===== config.mk =====
export PLATFORM = sky130hd
export DESIGN_NAME = fixed_point_divider_flat
export DESIGN_NICKNAME = d
export VERILOG_FILES = /design/src/rtl/fixed_point_divider_if.sv /design/src/rtl/fixed_point_divider.sv /design/src/flat_wrapper.sv
export SDC_FILE = /design/constraint.sdc
export NUM_CORES = 1
export LEC_CHECK = 0
export BUFFER_PORTS_ARGS = -buffer_cell sky130_fd_sc_hd__buf_2
export CAP_MARGIN = 25
export CORE_MARGIN = 1
export CORE_UTILIZATION = 50
export CTS_CLUSTER_SIZE = 20
export DETAILED_ROUTE_END_ITERATION = 10
export PLACE_DENSITY_LB_ADDON = 0.15
export SYNTH_ARGS = -nofsm -noshare
export SYNTH_HDL_FRONTEND = slang
export SYNTH_SLANG_ARGS = --single-unit

===== constraint.sdc =====
create_clock -name clk -period 6.93 [get_ports clk]
set_input_delay 0.693 -clock clk [delete_from_list [all_inputs] [get_ports clk]]
set_output_delay 0.693 -clock clk [all_outputs]
set_load 0.05 [all_outputs]

===== src/rtl/fixed_point_divider_if.sv =====
// Handshake and operand bundle for the sequential fixed-point divider.
// The master drives the operands and control. The slave (the divider) returns the result and status.
interface fixed_point_divider_if #(
  parameter int N = 16
);
  logic         enable;
  logic         start;
  logic [N-1:0] dividend;
  logic [N-1:0] divisor;
  logic [N-1:0] quotient;
  logic         finish;
  logic         busy;
  logic         div_by_zero;

  modport master (
    output enable, start, dividend, divisor,
    input  quotient, finish, busy, div_by_zero
  );

  modport slave (
    input  enable, start, dividend, divisor,
    output quotient, finish, busy, div_by_zero
  );
endinterface


===== src/rtl/fixed_point_divider.sv =====
// Sequential signed fixed-point divider in Q(N-FRAC).FRAC format.
// It runs a restoring shift-subtract on the operand magnitudes and produces one raw quotient bit per enabled cycle.
// Sign and saturation are applied on the last iteration.
// A zero divisor skips the run and returns the saturated value that matches the dividend's sign.
module fixed_point_divider #(
  parameter int N    = 16,
  parameter int FRAC = 10
) (
  input logic                 clk,
  input logic                 reset,
  fixed_point_divider_if.slave bus
);
  localparam int W  = N + FRAC;
  localparam int CW = $clog2(W);

  localparam logic [CW-1:0] LAST_CNT = CW'(W - 1);
  localparam logic [N-1:0]  MAX_Q    = {1'b0, {(N-1){1'b1}}};
  localparam logic [N-1:0]  MIN_Q    = {1'b1, {(N-1){1'b0}}};
  localparam logic [W-1:0]  POS_LIM  = {{(FRAC+1){1'b0}}, {(N-1){1'b1}}};
  localparam logic [W-1:0]  NEG_LIM  = {{FRAC{1'b0}}, 1'b1, {(N-1){1'b0}}};

  typedef enum logic [1:0] {IDLE, RUN, DONE} state_t;

  state_t          r_state;
  state_t          w_state_next;
  logic            r_sign;
  logic [W-1:0]    r_num;
  logic [N-1:0]    r_den;
  logic [N:0]      r_rem;
  logic [W-1:0]    r_raw;
  logic [CW-1:0]   r_cnt;
  logic [N-1:0]    r_quot;
  logic            r_finish;
  logic            r_busy;
  logic            r_dbz;

  logic            w_accept;
  logic            w_div_zero;
  logic            w_last;
  logic [N-1:0]    w_abs_dvd;
  logic [N-1:0]    w_abs_dvs;
  logic [N+1:0]    w_rem_shift;
  logic            w_ge;
  logic [W-1:0]    w_raw_next;
  logic [N-1:0]    w_sat;

  assign w_accept    = bus.enable && bus.start && (r_state != RUN);
  assign w_div_zero  = (bus.divisor == '0);
  assign w_last      = (r_cnt == LAST_CNT);
  assign w_abs_dvd   = bus.dividend[N-1] ? -bus.dividend : bus.dividend;
  assign w_abs_dvs   = bus.divisor[N-1]  ? -bus.divisor  : bus.divisor;
  assign w_rem_shift = {r_rem, r_num[W-1]};
  assign w_ge        = (w_rem_shift >= {2'b00, r_den});
  assign w_raw_next  = {r_raw[W-2:0], w_ge};

  assign bus.quotient    = r_quot;
  assign bus.finish      = r_finish;
  assign bus.busy        = r_busy;
  assign bus.div_by_zero = r_dbz;

  // Apply the latched sign to the raw magnitude and clamp it to the representable range.
  always_comb begin
    w_sat = '0;
    if (!r_sign) begin
      w_sat = (w_raw_next > POS_LIM) ? MAX_Q : w_raw_next[N-1:0];
    end else begin
      w_sat = (w_raw_next > NEG_LIM) ? MIN_Q : -w_raw_next[N-1:0];
    end
  end

  // Next-state logic. When enable is low, the FSM holds its current state.
  always_comb begin
    w_state_next = r_state;
    if (bus.enable) begin
      unique case (r_state)
        IDLE, DONE: if (bus.start) w_state_next = w_div_zero ? DONE : RUN;
        RUN:        if (w_last) w_state_next = DONE;
        default:    w_state_next = IDLE;
      endcase
    end
  end

  // State register. Reset has priority over everything else.
  always_ff @(posedge clk) begin
    if (reset) r_state <= IDLE;
    else       r_state <= w_state_next;
  end

  // Operand capture, shift-subtract iterations and result/status registers.
  always_ff @(posedge clk) begin
    if (reset) begin
      r_sign   <= 1'b0;
      r_num    <= '0;
      r_den    <= '0;
      r_rem    <= '0;
      r_raw    <= '0;
      r_cnt    <= '0;
      r_quot   <= '0;
      r_finish <= 1'b0;
      r_busy   <= 1'b0;
      r_dbz    <= 1'b0;
    end else if (bus.enable) begin
      if (w_accept) begin
        if (w_div_zero) begin
          r_quot   <= bus.dividend[N-1] ? MIN_Q : MAX_Q;
          r_finish <= 1'b1;
          r_dbz    <= 1'b1;
          r_busy   <= 1'b0;
        end else begin
          r_sign   <= bus.dividend[N-1] ^ bus.divisor[N-1];
          r_num    <= {w_abs_dvd, {FRAC{1'b0}}};
          r_den    <= w_abs_dvs;
          r_rem    <= '0;
          r_raw    <= '0;
          r_cnt    <= '0;
          r_finish <= 1'b0;
          r_dbz    <= 1'b0;
          r_busy   <= 1'b1;
        end
      end else if (r_state == RUN) begin
        r_num <= {r_num[W-2:0], 1'b0};
        r_rem <= w_ge ? (N+1)'(w_rem_shift - {2'b00, r_den}) : w_rem_shift[N:0];
        r_raw <= w_raw_next;
        r_cnt <= r_cnt + CW'(1);
        if (w_last) begin
          r_quot   <= w_sat;
          r_finish <= 1'b1;
          r_busy   <= 1'b0;
        end
      end
    end
  end
endmodule


===== src/flat_wrapper.sv =====
// flat-port wrapper written by rule: the top's interface ports become plain ports
module fixed_point_divider_flat 
#(
  parameter int N    = 16,
  parameter int FRAC = 10
)
  (clk, reset, bus_enable, bus_start, bus_dividend, bus_divisor, bus_quotient, bus_finish, bus_busy, bus_div_by_zero);
  fixed_point_divider_if #(.N(N)) bus_i ();
  input logic clk;
  input logic reset;
  input wire logic [$bits(bus_i.enable)-1:0] bus_enable;
  input wire logic [$bits(bus_i.start)-1:0] bus_start;
  input wire logic [$bits(bus_i.dividend)-1:0] bus_dividend;
  input wire logic [$bits(bus_i.divisor)-1:0] bus_divisor;
  output wire logic [$bits(bus_i.quotient)-1:0] bus_quotient;
  output wire logic [$bits(bus_i.finish)-1:0] bus_finish;
  output wire logic [$bits(bus_i.busy)-1:0] bus_busy;
  output wire logic [$bits(bus_i.div_by_zero)-1:0] bus_div_by_zero;
  assign bus_i.enable = bus_enable;
  assign bus_i.start = bus_start;
  assign bus_i.dividend = bus_dividend;
  assign bus_i.divisor = bus_divisor;
  assign bus_quotient = bus_i.quotient;
  assign bus_finish = bus_i.finish;
  assign bus_busy = bus_i.busy;
  assign bus_div_by_zero = bus_i.div_by_zero;
  fixed_point_divider #(.N(N), .FRAC(FRAC)) u_core (.clk(clk), .reset(reset), .bus(bus_i));
endmodule

Word-level counts from Yosys, hierarchy flattened
Cells that the tools add are included.

cells by class
  add/sub/neg operators = 5
  $mul = 0
  div/mod/pow operators = 0
  magnitude comparators = 3
  equality and inequality tests = 8
  shift-type cells = 0
  mux-type cells = 35
  bitwise operators = 2
  reduce and logical (&&, ||, !) cells = 13

operators by type and width
  cell                    number
  $mux W16                10
  $mux W26                3
  $mux W25                3
  $mux W17                4
  $neg A16 Y16            3
  $gt A26 B15 Y1 const B  1
  $gt A26 B16 Y1 const B  1
  $ge A18 B16 Y1          1
  $sub A17 B16 Y17        1
  $logic_not A16 Y1       1
  $mux W5                 3
  $reduce_and A3 Y1       4
  $mux W1                 8
  $mux W2                 3
  $ne A2 B2 Y1 const B    3
  $add A5 B1 Y5 const B   1
  $eq A5 B5 Y1 const B    1
  $ne A2 B1 Y1 const B    2
  $pmux W2 S2             1
  $reduce_and A4 Y1       1
  $reduce_bool A2 Y1      2
  $eq A2 B1 Y1 const B    1
  $eq A2 B2 Y1 const B    1
  $logic_and A1 B1 Y1     2
  5 further kinds         5

word-level totals
  flip-flop bits (word level) = 111
  bits in latches = 0
  RAM bits = 0
  memory bits (read-only) = 0
  input bits = 36
  output and inout bits = 19
  logic and storage cells = 77
  memories = 0

Longest topological paths before layout
  word-level depth = 7
  gate-level depth with buffers = 19
  gate-level depth less buffers = 17

Worst setup path after synthesis
OpenSTA, ideal clock, no wires.

  path type = register -> register
  start point = reg u_core.r_den[2]
  end point = reg u_core.r_quot[11], in the netlist u_core.bus.quotient[11]
  library setup time = 0.096 ns
  data arrival time = 4.073 ns
  data required time = 6.834 ns
  setup slack = 2.761 ns
  stages on the path, launching flop included = 17
  buffers on the path = 1
  clock period less this slack = 4.169 ns
  cells stage by stage = dfxtp_1 > inv_1 > ha_1 > nor2b_1 > o31a_1 > o31a_1 > o31ai_2 > nand2_2 > inv_1 > buf_2 > ha_1 > or3b_2 > nand2b_1 > o31ai_4 > nand2_2 > o311a_1 > o41ai_2

on the way
  cells in the longest elaborated chain, start to end = 7
  elaborated cells between the ends (all ways) = 10
  those cells by class = add/sub (1); order compare (3); mux (6)

ends and longest elaborated chain
  item                                          RTL line                                              source
  start: declaration                            fixed_point_divider.sv:28                             logic [N-1:0] r_den;
  start signal: assignment                      fixed_point_divider.sv:112                            r_den <= w_abs_dvs;
  $ge A18 B16 Y1 *                              fixed_point_divider.sv:53                             assign w_ge = (w_rem_shift >= {2'b00, r_den});
  $gt A26 B15 Y1, or another cell as far along  fixed_point_divider.sv:65                             w_sat = (w_raw_next > POS_LIM) ? MAX_Q : w_raw_next[N-1:0];
  $mux W16 (on tied branches)                   fixed_point_divider.sv:65, fixed_point_divider.sv:67
  $mux W16 *                                    fixed_point_divider.sv:64                             if (!r_sign) begin
  $mux W16 *                                    fixed_point_divider.sv:125                            if (w_last) begin
  $mux W16 *                                    fixed_point_divider.sv:120                            end else if (r_state == RUN) begin
  $mux W16 *                                    fixed_point_divider.sv:103                            if (w_accept) begin
  end signal: assignment                        fixed_point_divider.sv:105                            r_quot <= bus.dividend[N-1] ? MIN_Q : MAX_Q;
  end signal: assignment                        fixed_point_divider.sv:126                            r_quot <= w_sat;
  end: declaration                              fixed_point_divider.sv:32                             logic [N-1:0] r_quot;

Every way passes the cells marked *; elsewhere a longest branch is shown, timed or not. The select of a mux whose other input is x is not followed.
A chain may end at the register's enable or synchronous reset.

Worst setup path in the final report
  start point = reg u_core.r_den[2]
  end point = reg u_core.r_quot[14], in the netlist u_core.bus.quotient[14]

Same word-level chain as after synthesis.

==> metrics.txt <==
overall die area 11860 sq um; number of iterations in the first detailed-routing pass 8; uppermost routed layer met4; capture point of the worst reg-to-reg path u_core.bus.quotient[14]; min setup slack post-route 2.293 ns; number of design rule violations left after detail routing 0; maximum level of the CTS H-tree 3; critical hold path startpoint u_core.bus.quotient[13]; Met3 Routed Length 791 um; setup repair after global routing missed its margin false; Setup-failing EPs final 0; routability-driven placement congestion ratio 0.8881; endpoint of the worst hold-timing path u_core.bus.quotient[13]; average via count per standard cell 5.938; delay of the slowest cell on the worst path 0.62 ns; Yosys cell types 71; Worst Max-Slew Pin Slew 0.8500 ns; Pleak 2.492 nW; number of clock buffers inserted by TritonCTS 9; clock tree root buffer cell sky130_fd_sc_hd__clkbuf_16; DP Wirelength 9664 um; effective utilization at floorplan 52.04%; number of nets at the end of the flow 793; final hold viol count 0; Setup CP Type reg2reg; switch share 30.86%; synthesized net count 759; global-route wire length before repair 23400 um; vertical die dimension 108.9 um; clock period minus worst slack 4.637 ns; proportion of layout cells with a drive suffix above 1 13.65%; proportion of synthesized chip area in sequential cells 35.38%; vias in the first global route 4814; number of vias in the routed layout 5225; pin count of the biggest net entering global routing 74; Sw Pwr 0.4721 mW; remaining antenna violation count 0; placement row count 38; average detailed-routed wire length per instance 15.78 um; Cells on Worst Hold Path 2; CTS hold repair buffers 0; TritonCTS clock tree built; CP Data Required Time 7.15 ns; share of synthesized registers carrying an async set or reset 0%; power per unit of standard cell area 240.1 nW/um^2; share of the cycle needed by the critical path after routing 66.90%; Critical path origin u_core.r_den[2]; Clock Latency Late Sink 0.35 ns; worst setup slack after placement 2.345 ns; IO buf count 54; Maximum Capacitance Violations 0; worst max-slew margin expressed relative to the limit 43.12%; run status completed; wl on met1 6794 um; register bit count reported by yosys 101; Worst R2R Start u_core.r_den[2]; endpoint kind of the worst setup timing path flop; Resize count post-CTS 0; part of the total power dissipated in combinational logic 24.4%; number of design-rule violations left by the first detailed-router iteration 466; aggregate global routing overflow 0; Worst Reg2Reg Path Length in Cells 16; relative area change from synthesis to final layout 11.47%; total core area 10980 sq um; Num Clock Sinks 101; number of synthesized flops with an enable pin 0; top-level I/O count 55; sum of met2 wire segment lengths after detailed routing 6138 um; total track usage 24.98%; Diodes inserted 0; Worst Path Arrival 4.86 ns; fraction of power consumed by the clock network 35.4%; Fmax 0.2157 GHz; Yosys warning count 0; commonest cells after routing, fill and taps aside sky130_fd_sc_hd__dfxtp_1 (101), sky130_fd_sc_hd__nor2_1 (91), sky130_fd_sc_hd__nand2_1 (57); cell family with the largest share of critical-path delay simple AND/OR/NAND/NOR gates; crit-path max FO 13; leading cell type in the layout, fill and taps excluded sky130_fd_sc_hd__dfxtp_1; IR Drop Worst-Case VDD 0.1290 mV; Mapped Area 5715 sq um; cells after synthesis 701; Int Power 1.058 mW; path category of the worst min-delay check reg2reg; Worst path slowest cell sky130_fd_sc_hd__nor4b_1; TNS Setup 0 ns; count of buffer and inverter cells on the critical path 2; maximum count of clock buffers along a single path 2; sequential group share of total power 40.2%; Post-synth top flop sky130_fd_sc_hd__dfxtp_1; number of setup buffers added after CTS 0; number of slew-limit violations in the final report 0; Worst Skew 0.007104 ns; worst-case register-to-register setup slack 2.29 ns; mean instance size in the synthesized netlist 8.153 sq um; CP Launch Type flop; cell breakdown of the critical path inv_1 > ha_1 > nor2b_1 > o31a_1 > o31a_1 > o31ai_2 > nand2_2 > inv_1 > ha_1 > or3b_2 > nor4b_1 > nand2_1 > nor3_1 > nor3_1 > a211oi_1 > o21ai_0; antenna violations before repair 0; Clock Pin Slew Worst Setup and Hold Paths 0.07 ns; die outline width 108.9 um; Detailed Route WL 13890 um
cells in the mapped netlist (20+ instances only):
cell,number,area [sq um]
sky130_fd_sc_hd__ha_1,21,262.8
sky130_fd_sc_hd__nor2_1,92,345.3
sky130_fd_sc_hd__xnor2_1,21,183.9
sky130_fd_sc_hd__xor2_1,20,175.2
sky130_fd_sc_hd__dfxtp_1,101,2022
sky130_fd_sc_hd__o21ai_0,45,225.2
sky130_fd_sc_hd__nand2_1,57,214.0
sky130_fd_sc_hd__a22oi_1,29,217.7
sky130_fd_sc_hd__a21oi_1,29,145.1
sky130_fd_sc_hd__a211oi_1,24,180.2
sky130_fd_sc_hd__clkbuf_1,27,101.4
sky130_fd_sc_hd__inv_1,31,116.4
sky130_fd_sc_hd__nor3_1,20,100.1
cell type report:
| cell class | instances | area [sq um] |
|---|---|---|
| Tap cell | 140 | 175.2 |
| Clock inverter | 6 | 87.58 |
| Fill cell | 1016 | 4612 |
| Clock buffer | 10 | 229.0 |
| Timing Repair Buffer | 62 | 330.3 |
| Sequential cell | 101 | 2022 |
| Inverter | 31 | 116.4 |
| Multi-Input combinational cell | 530 | 3411 |
stage by stage:
stage	instances	utilization (%)	instance area (sq um)	hold slack (ns)	total power [mW]
6_report	880	58.01	6371	0.4509	1.530
5_1_grt	880	58.01	6371	0.4885	1.606
4_1_cts	879	57.94	6364	0.4568	1.536
3_5_place_dp	863	55.06	6047	0.4407	0.9950
3_3_place_gp	862	54.99	6040	0.4311	0.9856
2_1_floorplan	701	-	5715	0.4316	0.9076
power groups by stage:
stage	Clock, mW	Combinational [mW]	Sequential [mW]
finish	0.541	0.373	0.616
global route	0.575	0.413	0.618
CTS	0.552	0.369	0.615
detailed placement	0	0.366	0.629
global placement	0	0.358	0.628
floorplan	0	0.267	0.641
worst reg2reg max path, delay by kind of cell, from the launching register on:
| kind | cells | cell delay, ns |
|---|---|---|
| and+or+nand+nor | 7 | 1.93 |
| AOI/OAI and AO/OA | 5 | 1.17 |
| adders and majority gates | 2 | 0.61 |
| buffers and inverters | 2 | 0.48 |
| DFF | 1 | 0.33 |
flip-flops by register name, summed over array words and instances (netlist names), 2 cells and up:
name and flops:
u_core.r_rem 17, u_core.r_num 16, u_core.bus.quotient 16, u_core.r_cnt 5, u_core.r_den 16, u_core.r_state 2, u_core.r_raw 25
cells by family (layout without fill, tap and decap cells):
kind of cell | after synthesis | in the layout | synth area share [%]
simple gates | 244 | 244 | 20.32
compound gates | 214 | 214 | 26.49
flops | 101 | 101 | 35.38
buf+inv | 70 | 109 | 4.991
xor+xnor | 41 | 41 | 6.283
fa+ha+maj | 22 | 22 | 4.947
mux | 9 | 9 | 1.598
how the worst max path moves through the flow:
stage               depth (start not counted)  slack (ns)                       to
floorplan                                  16        2.76  u_core.bus.quotient[11]
global placement                           16        2.51   u_core.bus.quotient[3]
detailed placement                         16        2.34   u_core.bus.quotient[3]
CTS                                        16        2.31   u_core.bus.quotient[3]
global route                               16        1.85  u_core.bus.quotient[14]
finish                                     16        2.29  u_core.bus.quotient[14]
layer usage:
metal | vias to the layer above | global-route usage (%)
li1 | 2629 | -
met1 | 2417 | 35.15
met2 | 163 | 39.04
met3 | 16 | 3.586
met4 | 0 | 8.205
met5 | - | 0
Note: power is estimated with default switching activity, not from simulation.
